===== config.mk =====
export PLATFORM = sky130hd
export DESIGN_NAME = hline_motion_ctrl
export DESIGN_NICKNAME = d
export VERILOG_FILES = /design/src/rtl/hline_pkg.sv /design/src/rtl/hline_step_div.sv /design/src/rtl/hline_motion_ctrl.sv
export SDC_FILE = /design/constraint.sdc
export NUM_CORES = 1
export LEC_CHECK = 0
export BUFFER_PORTS_ARGS = -buffer_cell sky130_fd_sc_hd__buf_2
export CAP_MARGIN = 20
export CORE_MARGIN = 10
export CORE_UTILIZATION = 52
export CTS_CLUSTER_DIAMETER = 200
export DETAILED_ROUTE_END_ITERATION = 6
export PLACE_DENSITY = 0.78
export SYNTH_ARGS = -nofsm -noshare
export SYNTH_HDL_FRONTEND = slang
export SYNTH_HIERARCHICAL = 1
export SYNTH_SLANG_ARGS = --single-unit
export TNS_END_PERCENT = 50

===== constraint.sdc =====
create_clock -name clk -period 3.15 [get_ports clk]
set_input_delay 0.63 -clock clk [delete_from_list [all_inputs] [get_ports clk]]
set_output_delay 0.63 -clock clk [all_outputs]
set_load 0.005 [all_outputs]

===== src/rtl/hline_pkg.sv =====
// Shared definitions for the horizontal-line motion controller and its position counter.
package hline_pkg;

  typedef enum logic [1:0] {
    ST_IDLE  = 2'd0,
    ST_RUN   = 2'd1,
    ST_PAUSE = 2'd2
  } hline_state_e;

  localparam logic DIR_UP = 1'b1;
  localparam logic DIR_DW = 1'b0;

  // Row limits; the counter raises utc/dtc at these positions.
  localparam int unsigned Y_TOP = 630;
  localparam int unsigned Y_BOT = 18;

endpackage


===== src/rtl/hline_step_div.sv =====
// Frame-pulse divider: one step_en every speed+1 frames while enabled.
module hline_step_div #(
  parameter int DIV_W = 4
) (
  input  logic             clk,
  input  logic             reset,
  input  logic             clr,
  input  logic             en,
  input  logic             frame,
  input  logic [DIV_W-1:0] speed,
  output logic             step_en
);

  logic [DIV_W-1:0] div;

  // >= rather than == so that lowering speed mid-run takes effect on the next frame.
  assign step_en = en && frame && (div >= speed);

  always_ff @(posedge clk) begin
    if (!reset) begin
      div <= '0;
    end else if (clr) begin
      div <= '0;
    end else if (en && frame) begin
      if (div >= speed) div <= '0;
      else              div <= div + 1'b1;
    end
  end

endmodule


===== src/rtl/hline_motion_ctrl.sv =====
// Command-side controller for the line position counter: bounces the line between row limits.
module hline_motion_ctrl
  import hline_pkg::*;
#(
  parameter int DIV_W     = 4,
  parameter int BNC_W     = 8,
  parameter bit START_DIR = 1'b1
) (
  input  logic             clk,
  input  logic             reset,
  input  logic             frame,
  input  logic             go,
  input  logic             stop,
  input  logic             load_btn,
  input  logic [DIV_W-1:0] speed,
  input  logic             utc_in,
  input  logic             dtc_in,
  output logic             UP,
  output logic             DW,
  output logic             LD,
  output logic             dir,
  output logic             moving,
  output logic             fault,
  output logic [BNC_W-1:0] bounce_cnt
);

  // state    | meaning
  // ST_IDLE  | stopped; load_btn issues LD and clears fault
  // ST_RUN   | stepping on divided frame pulses, reversing at the limits
  // ST_PAUSE | frozen; go resumes with divider and direction kept, stop aborts to IDLE

  hline_state_e state, state_n;
  logic             dir_n, fault_n, up_n, dw_n, ld_n, div_clr, div_en, step_en;
  logic [BNC_W-1:0] bnc_n;

  assign div_en  = (state == ST_RUN) && !stop;
  assign div_clr = (state == ST_IDLE) && go && !stop;

  hline_step_div #(.DIV_W(DIV_W)) u_div (
    .clk     (clk),
    .reset   (reset),
    .clr     (div_clr),
    .en      (div_en),
    .frame   (frame),
    .speed   (speed),
    .step_en (step_en)
  );

  always_comb begin
    state_n = state;
    dir_n   = dir;
    fault_n = fault;
    bnc_n   = bounce_cnt;
    up_n    = 1'b0;
    dw_n    = 1'b0;
    ld_n    = 1'b0;
    unique case (state)
      ST_IDLE: begin
        if (stop) begin
          state_n = ST_IDLE;
        end else if (go) begin
          state_n = ST_RUN;
        end else if (load_btn) begin
          ld_n    = 1'b1;
          fault_n = 1'b0;
        end
      end
      ST_RUN: begin
        if (stop) begin
          state_n = ST_PAUSE;
        end else if (step_en) begin
          if (utc_in && dtc_in) begin
            fault_n = 1'b1;
            state_n = ST_IDLE;
          end else if (dir == DIR_UP) begin
            if (utc_in) begin
              dir_n = DIR_DW;
              dw_n  = 1'b1;
              if (bounce_cnt != '1) bnc_n = bounce_cnt + 1'b1;
            end else begin
              up_n = 1'b1;
            end
          end else begin
            if (dtc_in) begin
              dir_n = DIR_UP;
              up_n  = 1'b1;
              if (bounce_cnt != '1) bnc_n = bounce_cnt + 1'b1;
            end else begin
              dw_n = 1'b1;
            end
          end
        end
      end
      ST_PAUSE: begin
        if (stop) begin
          state_n = ST_IDLE;
          dir_n   = START_DIR;
        end else if (go) begin
          state_n = ST_RUN;
        end
      end
      default: state_n = ST_IDLE;
    endcase
  end

  always_ff @(posedge clk) begin
    if (!reset) begin
      state      <= ST_IDLE;
      dir        <= START_DIR;
      fault      <= 1'b0;
      bounce_cnt <= '0;
      UP         <= 1'b0;
      DW         <= 1'b0;
      LD         <= 1'b0;
      moving     <= 1'b0;
    end else begin
      state      <= state_n;
      dir        <= dir_n;
      fault      <= fault_n;
      bounce_cnt <= bnc_n;
      UP         <= up_n;
      DW         <= dw_n;
      LD         <= ld_n;
      moving     <= (state_n == ST_RUN);
    end
  end

endmodule


==> key figures, run 1 <==
GRT
  – First-pass GRT wire length: 4110 um
  – Vias in the first global route: 961
  – Total GRT Usage: 0.116
  – Pin count of the biggest net entering global routing: 14
  – Initial antenna violation count: 0
  – GRT overflow: 0

Die
  – # rows: 16
  – Die Wd: 66.3 um
  – Core area: 0.00200 mm2
  – Die H: 66.3 um
  – Io pins: 26
  – Die area: 0.00439 mm2
  – Initial Util: 0.556

Worst setup path
  – Critical path origin: state[0]$_SDFF_PN0_
  – CP Cell Sequence: nor3b_4, nand2_1, nor3_1, nand4_2, or4_1, a21oi_1
  – Reg2reg path depth: 6
  – Worst reg2reg path endpoint: bounce_cnt[3]$_SDFFE_PN0P_
  – Crit path capture: bounce_cnt[3]$_SDFFE_PN0P_
  – Startpoint types: flip-flop
  – Worst setup EP type: flip-flop
  – Buf/Inv on CP: 0
  – WS Path Type: reg2reg
  – CP top delay family: simple AND/OR/NAND/NOR gates
  – Critical Path AT: 2.81 ns
  – Slowest CP cell: or4_1
  – CP Depth: 6
  – Largest stage delay on the critical path: 0.58 ns
  – Max Fanout on Critical Path: 13
  – Worst reg2reg setup slack: 0.56 ns
  – Worst r2r src: state[0]$_SDFF_PN0_
  – Worst path required time: 3.37 ns

Flow run
  – Max Cap Viol: 0

Place
  – Number of I/O port buffers: 25
  – Pre-CTS setup slack: 0.334 ns
  – Final Wtd Congestion: 0.960
  – Dpl hpwl: 1950 um
  – DP Cell Count: 171

Timing
  – Period utilisation layout: 0.822
  – Max frequency: 386 MHz
  – Fin Setup TNS: 0 ns
  – Final worst slack: 0.562 ns
  – Max Slew Vio Count: 0
  – Min Hold Slack: 0.498 ns
  – Hold Violations, Final: 0
  – # setup viols final: 0
  – Worst-margin pin slew: 0.514 ns
  – Worst Skew: 0.00789 ns
  – Final min period: 2.59 ns
  – RSZ-0062 raised after global routing: no
  – Slew HR: 0.656

Clock tree
  – H-Tree Level Count: 1
  – Hold-fix buffers at CTS: 0
  – Reg clk slew, reported paths: 0.11 ns
  – CTS root buf: clkbuf_4
  – Clock buffer count from CTS: 3
  – CTS Buffer Depth: 2
  – CTS tree: yes
  – Post-CTS setup buffers: 0
  – Clock sink count: 20
  – Worst skew pair latency: 0.30 ns
  – Post-cts sizing count: 0

Route
  – Vias/cell: 5.79
  – Via Count: 1,008
  – 1st-pass router iterations: 4
  – DRT Wirelength: 2520 um
  – Post-route ant nets: 0
  – Initial DRC count: 75
  – Post-route DRC: 0
  – Drt wl/cell: 14.5 um

Synth
  – Cell taking the most area after synthesis: dfxtp_1
  – Post-synth ARST share: 0
  – Post-Synthesis Cells: 123
  – Netlist cell types: 42
  – FF+latch count, synth: 20
  – Post-synthesis sequential area ratio: 0.360
  – Post-Syn Nets: 141
  – Synth Flop Type: dfxtp_1
  – Synth top area share: 0.360
  – Mapped Area: 0.00111 mm2
  – Post-synth EDFFs: 0
  – Total number of yosys warnings: 6
  – Synth top area cells: dfxtp_1 36%, ha_1 6.7%, a21oi_1 4.5%, nand2_1 4.0%, or4_1 3.4%
  – Average cell area after synthesis: 9.05 um2

Status
  – Status: finished clean

Power
  – Logic pwr share: 0.095
  – Max IR drop VDD: 0.000265 V
  – P_leak: 0.508 nW
  – Switching power share of the total: 0.234
  – Sw Pwr: 97.1 uW
  – Internal power: 317 uW
  – Clk pwr share: 0.283
  – Flop pwr share: 0.622
  – Pwr/cell area: 328 mW/mm2

Layout
  – Final design utilization: 0.630
  – Area growth from synthesis to layout: 13.3%
  – Commonest non-fill, non-tap cell in the layout: buf_2
  – Post-route insts no fill: 174
  – Sequential Area: 400 um2
  – Most frequent cells in the layout: 25 x buf_2, 20 x dfxtp_1, 12 x nand2_1
  – Fill cells: 182
  – Layout cells sized above 1: 0.265
  – Total Nets Final: 167
  – Multi-input gate area: 661 um2
  – N_diodes: 0

Min path
  – Hold Path Class: reg2reg
## final cells by class
cell class | instances | share of cell area
timing repair buffer | 25 | 0.0992
tap | 27 | 0.0268
clock buffer | 3 | 0.0179
inverter | 5 | 0.0149
sequential | 20 | 0.317
multi-input combinational | 94 | 0.524
## synthesized netlist by cell type (2+ instances only)
master / count
a211oi_1: 2
a21oi_1: 10
a31oi_1: 3
buf_6: 2
dfxtp_1: 20
ha_1: 6
inv_1: 5
mux2i_1: 3
nand2_1: 12
nand3_1: 5
nand4_1: 2
nor2_1: 7
nor3_1: 5
nor3b_1: 2
o2111ai_1: 2
o21ai_0: 3
o31ai_1: 4
o41ai_1: 2
or4_1: 5
## layer usage
metal | GRT usage | vias up | routed length [um]
met1 | 0.120 | 466 | 1080
li1 | - | 515 | -
met2 | 0.203 | 23 | 1290
met4 | 0.0681 | 0 | 30
met5 | 0 | - | 0
met3 | 0.0305 | 4 | 127
## state kept, by name, summed over array words and instances, names as in the netlist
name,count
bounce_cnt,8
u_div/div,4
state,2
DW,1
LD,1
UP,1
dir,1
fault,1
moving,1
## worst reg2reg max path, stage by stage, from the launching register on
cell and delay, ns:
dfxtp_1 0.50, nor3b_4 0.33, nand2_1 0.22, nor3_1 0.41
nand4_2 0.32, or4_1 0.58, a21oi_1 0.16
## power groups by stage
stage | combinational, mW | clock [mW] | sequential [mW]
floorplan | 0.0270 | 0 | 0.262
global placement | 0.0379 | 0 | 0.263
detailed placement | 0.0393 | 0 | 0.263
CTS | 0.0396 | 0.123 | 0.258
global route | 0.0443 | 0.130 | 0.258
finish | 0.0395 | 0.117 | 0.258
## per-stage QoR
| step | cell area (um2) | power, mW |
|---|---|---|
| after floorplan | 1110 | 0.289 |
| after global placement | 1240 | 0.301 |
| after detailed placement | 1240 | 0.303 |
| after CTS | 1260 | 0.420 |
| after global routing | 1260 | 0.432 |
| final | 1260 | 0.414 |
## worst min-delay path by stage
stage | slack, ns | depth (start not counted) | endpoint | start
final | 0.50 | 2 | bounce_cnt[6]$_SDFFE_PN0P_ | bounce_cnt[6]$_SDFFE_PN0P_
after global routing | 0.54 | 2 | bounce_cnt[1]$_SDFFE_PN0P_ | bounce_cnt[1]$_SDFFE_PN0P_
after CTS | 0.50 | 2 | bounce_cnt[6]$_SDFFE_PN0P_ | bounce_cnt[6]$_SDFFE_PN0P_
after detailed placement | 0.48 | 2 | bounce_cnt[6]$_SDFFE_PN0P_ | bounce_cnt[6]$_SDFFE_PN0P_
after global placement | 0.48 | 2 | fault$_SDFFE_PN0P_ | fault$_SDFFE_PN0P_
after floorplan | 0.47 | 2 | u_div/div[1]$_SDFFE_PP0P_ | u_div/div[1]$_SDFFE_PP0P_
## cell families (layout without fill, tap and decap cells)
family / count (synthesis) / after routing / share of synthesized area
AOI/OAI and AO/OA: 31 / 31 / 0.199
muxes: 4 / 4 / 0.0371
adders and majority gates: 6 / 6 / 0.0674
and+or+nand+nor: 53 / 53 / 0.290
DFF: 20 / 20 / 0.360
buffers and inverters: 9 / 33 / 0.0472
(Power assumes the default switching activity.)
==> inputs of run 2 (changes only) <==
- ABC_AREA: default -> 1
- CORE_UTILIZATION: 52 -> 53
- clock period: 3.15 -> 2.6 ns (I/O delays scaled with it)
==> key figures, run 2 <==
Synth
  – Synth Flop Type: dfxtp_1
  – Synth top area share: 0.343 (-0.0166)
  – Synth top area cells: dfxtp_1 34%, nand2_1 16%, inv_1 6.8%, nor2_1 6.8%, a21oi_1 6.4%
  – Total number of yosys warnings: 6 (unchanged)
  – Post-synthesis sequential area ratio: 0.343 (-0.0166)
  – Netlist cell types: 21 (-50%)
  – FF+latch count, synth: 20 (unchanged)
  – Cell taking the most area after synthesis: dfxtp_1
  – Post-Syn Nets: 192 (+36%)
  – Mapped Area: 0.00117 mm2 (+4.8%)
  – Post-Synthesis Cells: 174 (+41%)
  – Post-synth EDFFs: 0 (unchanged)
  – Commonest cells in the netlist: 49 x nand2_1, 21 x inv_1, 21 x nor2_1
  – Most common cell in the synthesized netlist: nand2_1
  – Post-synth ARST share: 0 (unchanged)
  – Average cell area after synthesis: 6.71 um2 (-26%)

Power
  – P_leak: 0.666 nW (+31%)
  – Pwr/cell area: 412 mW/mm2 (+25%)
  – Max IR drop VDD: 0.000392 V (+48%)

Die
  – Io pins: 26 (unchanged)
  – Die Wd: 66.9 um (+0.99%)
  – Die H: 66.9 um (+0.99%)
  – # rows: 16 (unchanged)
  – Core area: 0.00202 mm2 (+1.0%)
  – Initial Util: 0.577 (+0.0211)
  – Die area: 0.00448 mm2 (+2.0%)

Timing
  – Period utilisation layout: 0.706 (-0.116)
  – Fin Setup TNS: 0 ns (unchanged)
  – Hold Violations, Final: 0 (unchanged)
  – Min Hold Slack: 0.455 ns (-0.0434 ns)
  – Max frequency: 545 MHz (+41%)
  – # setup viols final: 0 (unchanged)
  – RSZ-0062 raised after global routing: no
  – Final min period: 1.83 ns (-0.753 ns)
  – Worst Skew: 0.00685 ns (-0.00104 ns)
  – Worst-margin pin slew: 0.381 ns (-0.133 ns)
  – Slew HR: 0.745 (+0.0897)
  – Max Slew Vio Count: 0 (unchanged)

Worst setup path
  – Worst reg2reg path endpoint: bounce_cnt[0]$_SDFFE_PN0P_
  – Critical Path AT: 2.08 ns (-0.73 ns)
  – WS Path Type: reg2reg
  – Worst reg2reg setup slack: 0.77 ns (+0.20 ns)
  – Reg2reg path depth: 13 (+7)
  – Startpoint types: flip-flop
  – Worst setup EP type: flip-flop
  – Worst r2r src: state[1]$_SDFF_PN0_
  – Max Fanout on Critical Path: 7 (-6)
  – Worst path required time: 2.84 ns (-0.53 ns)

Clock tree
  – Hold-fix buffers at CTS: 0 (unchanged)
  – CTS Buffer Depth: 2 (unchanged)
  – Worst skew pair latency: 0.30 ns (about the same)
  – Post-cts sizing count: 0 (unchanged)
  – H-Tree Level Count: 1 (unchanged)
  – Post-CTS setup buffers: 0 (unchanged)
  – CTS tree: yes
  – CTS root buf: clkbuf_4
  – Clock buffer count from CTS: 3 (unchanged)
  – Clock sink count: 20 (unchanged)
  – Reg clk slew, reported paths: 0.12 ns (about the same)

Route
  – Post-route DRC: 0 (unchanged)
  – Wl on met1: 1120 um (+3.7%)
  – DR WL met2: 1160 um (-9.4%)
  – Via Count: 1,123 (+11%)
  – Drt wl/cell: 10.9 um (-25%)
  – DRT Wirelength: 2510 um (-0.67%)
  – Initial DRC count: 36 (-52%)
  – Met3 WL: 192 um (+51%)
  – 1st-pass router iterations: 4 (unchanged)
  – Highest routed metal layer: met4
  – Vias/cell: 4.90 (-15%)
  – Post-route ant nets: 0 (unchanged)

Flow run
  – Max Cap Viol: 0 (unchanged)

Min path
  – Worst Hold Launch: reset
  – Worst hold path cell count: 2 (unchanged)
  – Hold Path Class: in2reg
  – Hold path endpoint: dir$_SDFFE_PN1P_

GRT
  – First-pass GRT wire length: 4340 um (+5.7%)
  – Total GRT Usage: 0.117 (+0.00127)
  – Pin count of the biggest net entering global routing: 12 (-2)
  – Vias in the first global route: 1,099 (+14%)
  – Initial antenna violation count: 0 (unchanged)
  – GRT overflow: 0 (unchanged)

Layout
  – Area growth from synthesis to layout: 16.4%
  – Biggest regs: bounce_cnt x8, u_div/div x4, state x2
  – Most frequent cells in the layout: 49 x nand2_1, 25 x buf_2, 21 x inv_1, 21 x nor2_1, 20 x dfxtp_1
  – Final design utilization: 0.672 (+0.0420)
  – N_diodes: 0 (unchanged)
  – Fill cells: 193 (+6.0%)
  – Layout cells sized above 1: 0.228 (-0.0376)
  – Max FFs per register: 8 (unchanged)
  – Total Nets Final: 221 (+32%)
  – Largest Register: bounce_cnt
  – Design Area, Final: 0.00136 mm2 (+7.7%)
  – Commonest non-fill, non-tap cell in the layout: nand2_1

Status
  – Status: finished clean

Place
  – Number of I/O port buffers: 25 (unchanged)
  – Post-placement cell area: 0.00132 mm2 (+6.8%)
  – Final Wtd Congestion: 0.912 (-5.0%)
  – Dpl hpwl: 2030 um (+4.3%)
[run 2: layout make-up]
| class | count | area, um2 | area share |
|---|---|---|---|
| Multi-Input combinational cell | 128 | 669 | 0.493 |
| Sequential cell | 20 | 400 | 0.295 |
| Timing Repair Buffer | 25 | 125 | 0.0921 |
| Inverter | 25 | 93.8 | 0.0691 |
| Clock buffer | 4 | 36.3 | 0.0267 |
| Tap cell | 27 | 33.8 | 0.0249 |
[run 2: kinds of logic (layout without fill, tap and decap cells)]
kind of cell / Yosys count / count (layout) / synth area share
flops: 20 / 20 / 0.343
xor+xnor: 6 / 6 / 0.0450
buf+inv: 26 / 54 / 0.0836
simple gates: 96 / 96 / 0.375
fa+ha+maj: 6 / 6 / 0.0643
compound gates: 20 / 20 / 0.0890
[run 2: worst max-delay path by stage]
stage | start | endpoint | slack, ns | cells past startpoint
after global placement | speed[3] | bounce_cnt[7]$_SDFFE_PN0P_ | 0.59 | 15
after global routing | state[0]$_SDFF_PN0_ | bounce_cnt[0]$_SDFFE_PN0P_ | 0.53 | 11
after floorplan | speed[3] | bounce_cnt[3]$_SDFFE_PN0P_ | 0.79 | 14
after CTS | state[0]$_SDFF_PN0_ | bounce_cnt[0]$_SDFFE_PN0P_ | 0.76 | 12
after detailed placement | speed[3] | bounce_cnt[0]$_SDFFE_PN0P_ | 0.52 | 14
final | state[1]$_SDFF_PN0_ | bounce_cnt[0]$_SDFFE_PN0P_ | 0.77 | 13
[run 2: critical path, stage by stage, from the launching register on]
cell and delay (ns):
dfxtp_1 0.36, inv_2 0.10, nand2_1 0.10, nor2_1 0.17
nand2_2 0.12, inv_2 0.09, nand2_1 0.07, inv_1 0.10
nand3_2 0.10, nor2_4 0.14, nand2_2 0.08, nor2_4 0.16
nand2_1 0.07, a21oi_1 0.13
[run 2: per-stage QoR]
step / std cells / total power [mW] / worst slack (ns)
after floorplan: 174 / 0.358 / 0.785
after global placement: 225 / 0.380 / 0.587
after detailed placement: 225 / 0.382 / 0.521
after CTS: 229 / 0.562 / 0.764
after global routing: 229 / 0.583 / 0.526
final: 229 / 0.560 / 0.765
[run 2: power breakdown]
| part | leakage (nW) | internal [mW] | switching, mW | total [mW] |
|---|---|---|---|---|
| sequential | 0.162 | 0.311 | 0.00379 | 0.315 |
| combinational | 0.484 | 0.0227 | 0.0372 | 0.0598 |
| clock | 0.0210 | 0.0854 | 0.0994 | 0.185 |
[run 2: per-layer routing]
| layer | vias to the layer above | track usage |
|---|---|---|
| met5 | - | 0 |
| met4 | 0 | 0.0462 |
| met3 | 4 | 0.0318 |
| met2 | 29 | 0.210 |
| met1 | 489 | 0.126 |
| li1 | 601 | - |
